<file path="config.mk">
export PLATFORM = sky130hd
export DESIGN_NAME = job_seq
export DESIGN_NICKNAME = d
export VERILOG_FILES = /design/src/rtl/job_seq_pkg.sv /design/src/rtl/job_seq_acc.sv /design/src/rtl/job_seq.sv
export SDC_FILE = /design/constraint.sdc
export NUM_CORES = 1
export LEC_CHECK = 0
export CAP_MARGIN = 5
export CORE_MARGIN = 2
export CORE_UTILIZATION = 52
export DETAILED_ROUTE_END_ITERATION = 10
export MAX_ROUTING_LAYER = met4
export PLACE_DENSITY = 0.89
export SYNTH_ARGS = -nofsm -noshare
export SYNTH_HDL_FRONTEND = slang
export SYNTH_SLANG_ARGS = --single-unit
export TNS_END_PERCENT = 20
</file>
<file path="constraint.sdc">
create_clock -name clk -period 4.9 [get_ports clk]
set_input_delay 1.47 -clock clk [delete_from_list [all_inputs] [get_ports clk]]
set_output_delay 1.47 -clock clk [all_outputs]
set_load 0.005 [all_outputs]
</file>
<file path="src/rtl/job_seq_pkg.sv">
// mytypes: shared worker-command and sequencer-state types for the job sequencer.
package mytypes;
  localparam int ACC_W = 8;
  typedef enum logic {start, done} mode_t;
  typedef enum logic [1:0] {IDLE, RUN, DONE} seq_state_t;
endpackage

</file>
<file path="src/rtl/job_seq_acc.sv">
// seq_acc: 8-bit wrapping accumulator with synchronous clear, enable and sticky overflow.
module seq_acc
  import mytypes::*;
(
  input  logic             clk,
  input  logic             rst_n,
  input  logic             clr,
  input  logic             en,
  input  logic [ACC_W-1:0] din,
  output logic [ACC_W-1:0] acc_o,
  output logic             ovf_o
);
  logic [ACC_W-1:0] acc_q, acc_d;
  logic             ovf_q, ovf_d;
  logic [ACC_W:0]   sum;
  assign sum = {1'b0, acc_q} + {1'b0, din};
  always_comb begin
    acc_d = clr ? '0 : en ? sum[ACC_W-1:0] : acc_q;
    ovf_d = clr ? 1'b0 : en ? (ovf_q | sum[ACC_W]) : ovf_q;
  end
  always_ff @(posedge clk or negedge rst_n) begin
    if (!rst_n) begin
      acc_q <= '0;
      ovf_q <= 1'b0;
    end else begin
      acc_q <= acc_d;
      ovf_q <= ovf_d;
    end
  end
  assign acc_o = acc_q;
  assign ovf_o = ovf_q;
endmodule

</file>
<file path="src/rtl/job_seq.sv">
// job_seq: runs one worker job of req_len cycles, accumulates worker samples and
// holds the result until the consumer handshakes it.
module job_seq
  import mytypes::*;
#(
  parameter int LEN_W = 8
) (
  input  logic             clk,
  input  logic             rst_n,
  input  logic             req_valid,
  input  logic [LEN_W-1:0] req_len,
  output logic             req_ready,
  input  logic             abort,
  output mytypes::mode_t   mode,
  input  logic [ACC_W-1:0] wk_out,
  output logic             rsp_valid,
  output logic [ACC_W-1:0] rsp_data,
  output logic             rsp_ovf,
  output logic             rsp_abort,
  input  logic             rsp_ready,
  output logic             busy,
  output logic [7:0]       jobs_done
);
  seq_state_t       state_q, state_d;
  logic [LEN_W-1:0] cnt_q, cnt_d;
  logic [7:0]       jobs_q, jobs_d;
  logic             abort_q, abort_d;
  logic             clr, en;
  always_comb begin
    state_d = state_q;
    cnt_d   = cnt_q;
    jobs_d  = jobs_q;
    abort_d = abort_q;
    clr     = 1'b0;
    en      = 1'b0;
    case (state_q)
      IDLE: if (req_valid) begin
        clr     = 1'b1;
        abort_d = 1'b0;
        cnt_d   = req_len;
        state_d = (req_len == '0) ? DONE : RUN;
      end
      // an aborted cycle leaves its sample out of the result
      RUN: if (abort) begin
        abort_d = 1'b1;
        state_d = DONE;
      end else begin
        en      = 1'b1;
        cnt_d   = cnt_q - LEN_W'(1);
        state_d = (cnt_q == LEN_W'(1)) ? DONE : RUN;
      end
      DONE: if (rsp_ready) begin
        state_d = IDLE;
        jobs_d  = jobs_q + 8'd1;
      end
      default: state_d = IDLE;
    endcase
  end
  always_ff @(posedge clk or negedge rst_n) begin
    if (!rst_n) begin
      state_q <= IDLE;
      cnt_q   <= '0;
      jobs_q  <= '0;
      abort_q <= 1'b0;
    end else begin
      state_q <= state_d;
      cnt_q   <= cnt_d;
      jobs_q  <= jobs_d;
      abort_q <= abort_d;
    end
  end
  seq_acc u_acc (
    .clk  (clk),
    .rst_n(rst_n),
    .clr  (clr),
    .en   (en),
    .din  (wk_out),
    .acc_o(rsp_data),
    .ovf_o(rsp_ovf)
  );
  assign mode      = (state_q == RUN) ? start : done;
  assign req_ready = (state_q == IDLE);
  assign rsp_valid = (state_q == DONE);
  assign busy      = (state_q == RUN) || (state_q == DONE);
  assign rsp_abort = abort_q;
  assign jobs_done = jobs_q;
endmodule

</file>
# Word-level counts from Yosys, hierarchy flattened
# Cells that the tools add are included.
# word_totals
inputBits	21
word_cells	47
out_inout_bits	22
register_bits	28
# classes
add_sub_neg	3
eq_ne	7
bitwise_logic	1
mux	21
reduce_logical	9
# op_table
cell	count
8-bit two-way mux	4
8-bit case mux with 2 select lines	1
2-bit two-way mux	5
8-bit by 8-bit adder with 9-bit output	1
1-bit two-way mux	9
8-bit by 1-bit adder with 8-bit output (second input constant)	1
8-bit by 1-bit == test with 1-bit output (second input constant)	1
8-bit logical NOT	1
8-bit by 1-bit subtractor with 8-bit output (second input constant)	1
2-bit inequality test (second input constant)	3
2-bit case mux with 3 select lines	1
3-bit AND reduction	2
2-bit AND reduction	2
2-bit nonzero test	2
2-bit by 1-bit == test with 1-bit output (second input constant)	1
2-bit == test (second input constant)	1
2-bit logical NOT	1
2-bit by 1-bit inequality test with 1-bit output (second input constant)	1
1-bit case mux with 2 select lines	1
1-bit logical OR	1
1-bit bitwise OR	1

# Logic depth before layout (Yosys ltp)
# depth
depth_word	4
depth_mapped	8
ltp_nobuf	8

# Hierarchy
# A second synthesis with hierarchy kept.
# unflattened
hier_cells	188
area_unflattened_um2	1800.5
# by_module_without_submodules
module	cells_each	instances	area_per_inst_um2
job_seq	115	1	1092.3
seq_acc	73	1	708.2

# Worst setup path before layout
# No wires, ideal clock.
# synth_path
path_kind	input to register
startpoint	input port wk_out[0]
endpoint	register u_acc.acc_q[6] (netlist: u_acc.acc_o[6])
t_arrival_ns	2.741
setup_slack_ns	2.038
required_ns	4.779
stages	8
setup_time_ns	0.121
cell_sequence	ha_1 -> inv_1 -> fa_1 -> nor2b_1 -> o31a_1 -> o311a_1 -> a21oi_1 -> a22o_1
# synth_via
elab_chain_cells	3
# synth_lines
element	line	text
from (decl)	job_seq.sv:15	input logic [ACC_W-1:0] wk_out,
8-bit by 8-bit adder with 9-bit output	job_seq_acc.sv:16	assign sum = {1'b0, acc_q} + {1'b0, din};
8-bit two-way mux (2 in a row)	job_seq_acc.sv:18	acc_d = clr ? '0 : en ? sum[ACC_W-1:0] : acc_q;
to (signal assigned)	job_seq_acc.sv:23	acc_q <= '0;
to (signal assigned)	job_seq_acc.sv:26	acc_q <= acc_d;
to (decl)	job_seq_acc.sv:13	logic [ACC_W-1:0] acc_q, acc_d;
# No other way between the ends. The select of a mux whose other input is x is not followed.
# A chain may end at the register's enable or synchronous reset.

# Worst setup path in the final report
# layout_path
startpoint	register state_q[1]
endpoint	output port mode
# layout_via
elab_chain_cells	2
# layout_lines
element	line	text
from (decl)	job_seq.sv:24	seq_state_t state_q, state_d;
from (signal assigned)	job_seq.sv:66	state_q <= state_d;
2-bit by 1-bit == test with 1-bit output	job_seq.sv:81	assign mode = (state_q == RUN) ? start : done;
1-bit two-way mux	job_seq.sv:81	
to (decl)	job_seq.sv:14	output mytypes::mode_t mode,
# No other way between the ends.

==> results.md <==
- Status: complete, no violations
- CTS tree: done
- Tcrit/Tclk final: 72.4%
- WP data required: 3.43 ns
- Non-Filler Instances: 268
- Syn. warnings: 0
- Port Buffers: 42
- Crit path max fanout: 12
- Max incr delay on CP: 0.50 ns
- Max Freq: 0.282 GHz
- CTS Buf Count: 3
- Worst Setup Start Kind: register
- Starting density of the core: 55.1%
- # IOs: 43
- Ys async rst share: 100%
- Nets@finish: 261
- Crit. End Element: output port
- Most frequent cell after synthesis: dfrtp_1
- Worst IR Drop VDD: 0.250 mV
- Dpl cells: 264
- CP Data Arrival Time: 2.08 ns
- Comb pwr share: 55.7%
- Total grt overflow: 0
- Synth area leader: dfrtp_1
- Cell variety after synth: 41
- DRC Markers: 0
- Buf/Inv on CP: 3
- Primary FF master, synth: dfrtp_1
- Hold/Removal Path Class: reg2reg
- Antenna violations before repair: 0
- Mapped cell area: 1700 um2
- Slew margin rel.: 54.0%
- Gpl congestion: 0.832
- Largest family of logic cells by synthesized area: compound AO/OA/AOI/OAI gates
- Vias: 1498
- Net Count, Synth: 216
- Die X: 61.1 um
- Drt via density: 5.59
- Sequential share of power: 34.6%
- Sw Pwr: 492 uW
- Critical path's slowest cell: clkdlybuf4s50_1
- Post-layout minimum cycle time: 3.55 ns
- Post-synth EDFFs: 0
- Worst r2r src: state_q[1]$_DFFE_PN0P_
- CTS Hold Bufs: 0
- Endpoints failing hold: 0
- Most used cell, CP: inv_1
- Setup TNS: 0 ns
- Worst-Margin Slew: 0.688 ns
- Layout cells sized above 1: 4.91%
- Leak: 0.949 nW
- Number of inserted diodes: 0
- Post-Route WL: 3680 um
- Synth Area in Adders: 11.5%
- Mean post-synth cell area: 9.43 um2
- Pint: 705 uW
- DP HPWL: 2810 um
- Sequential fraction of the synthesis area: 41.3%
- Critical path class: reg2out
- First-pass DRT Iterations: 5
- Clk_skew: 0.00246 ns
- Die height: 61.1 um
- PostCTS Resize Cnt: 0
- Fin util: 71.1%
- WHS Path Cells: 1
- Net Sw Frac: 41.1%
- Clock power frac: 9.7%
- Clk buf depth: 2
- Min-delay src: jobs_done[7]$_DFFE_PN0P_
- CTS clock-pin slew for the worst setup and hold paths: 0.15 ns
- Antenna-violating nets left: 0
- Synth Register Bits: 28
- Largest net degree at the start of global routing: 29
- Core ar.: 3080 um2
- Std-Cell Rows: 20
- Setup bufs post-CTS: 0
- Largest cells by area after synthesis: dfrtp_1, ha_1, a21oi_1
- Cell Chain, Critical Path: inv_1 > ha_1 > inv_1 > clkdlybuf4s50_1
- Clock Root Buffer: clkbuf_4
- # fillers: 250
- Syn Inst Count: 180
- Layout area overhead: 29.1%
- Top post-synthesis cells by count: dfrtp_1, a21oi_1, nor2_1, o21ai_0, nand2_1
- Simple-Gate Fraction of Synth Area: 15.7%
- XOR/XNOR Fraction of Synth Area: 5.16%
- Top Family by Delay on Critical Path: buffers and inverters
- Vias in the first global route: 1412
- Fin Hold WS: 0.478 ns
- Pins Over Slew Limit: 0
- Mux cell area share after synthesis: 1.25%
- Yosys top cell area share: 41.3%
- Power consumption: 1.20 mW
- CTS HTree Levels: 1
- Synth Area in Compound Gates: 21.3%
- CP Launch Point: state_q[1]$_DFFE_PN0P_
- DRT iter0 DRCs: 61
- Die ar.: 3740 um2
- Crit. path cell count: 4
- # clock sinks: 28
- Max_cap viols: 0
- Wire per inst: 13.7 um
- First-pass GRT wire length: 6140 um
- Clock Latency Late Sink: 0.33 ns
- Overall routing resource usage: 23.0%
- Cells on worst reg2reg path: 6
- Final setup viols: 0
- Unrepaired setup endpoints after global routing: no
- PwrDens: 547 nW/um2
==> cells by family after synthesis <==
group	count (synthesis)
AO/OA/AOI/OAI	56
AND/OR/NAND/NOR	56
flip-flops	28
adder cells (fa/ha/maj)	15
buffers and inverters	13
XOR/XNOR	10
multiplexers	2
==> per-stage QoR <==
step                cell area, um2  setup WS (ns)
floorplan                     1700           2.04
global route                  2190           1.24
detailed placement            2150           1.42
global placement              2150           1.48
finish                        2190           1.35
CTS                           2190           1.39
==> routing by layer <==
metal | vias up | GRT usage, % | share of wire (%)
met1 | 717 | 27.9 | 45
met5 | - | - | 0
met2 | 41 | 38.9 | 50
li1 | 735 | - | -
met4 | 0 | 7.45 | 1.3
met3 | 5 | 3.99 | 4.3
==> sequential cells by signal, indices dropped and copies added (netlist names) <==
name,count
jobs_done,8
u_acc.ovf_o,1
state_q,2
u_acc.acc_o,8
cnt_q,8
rsp_abort,1
==> final timing paths <==
kind,endpoint,slack (ns)
hold / removal,jobs_done[7]$_DFFE_PN0P_,0.48
hold reg to reg,jobs_done[7]$_DFFE_PN0P_,0.48
setup reg to reg,cnt_q[2]$_DFFE_PN0P_,2.45
max in group asynchronous,u_acc.acc_o[4]$_DFFE_PN0P_,3.16
min in group asynchronous,jobs_done[6]$_DFFE_PN0P_,1.48
setup / recovery,mode,1.35
==> power by group through the flow <==
stage / Clock (mW) / Combinational, mW / Sequential, mW
detailed placement: 0 / 0.664 / 0.417
global placement: 0 / 0.640 / 0.415
global route: 0.130 / 0.752 / 0.428
finish: 0.116 / 0.667 / 0.414
CTS: 0.116 / 0.666 / 0.413
floorplan: 0 / 0.443 / 0.403
==> area by class of cell <==
cell class	instances	area, um2	area share (%)
clock buffers	4	36.3	1.66
repair buffers	43	428	19.5
inverters	10	37.5	1.71
well taps	44	55.1	2.51
flip-flops and latches	28	701	32.0
multi-input cells	139	932	42.6
==> placed cells by master (no fill, tap or decap), drive strengths merged, types with 4 or more instances in the layout <==
master	n
xnor2	5
nand3	7
nor4	4
dfrtp	28
o22ai	5
clkdlybuf4s50	42
a21oi	16
nand2	15
o21ai	16
xor2	5
nor2	16
inv	10
clkbuf	4
ha	14
Power figures use the tool's default switching activity.
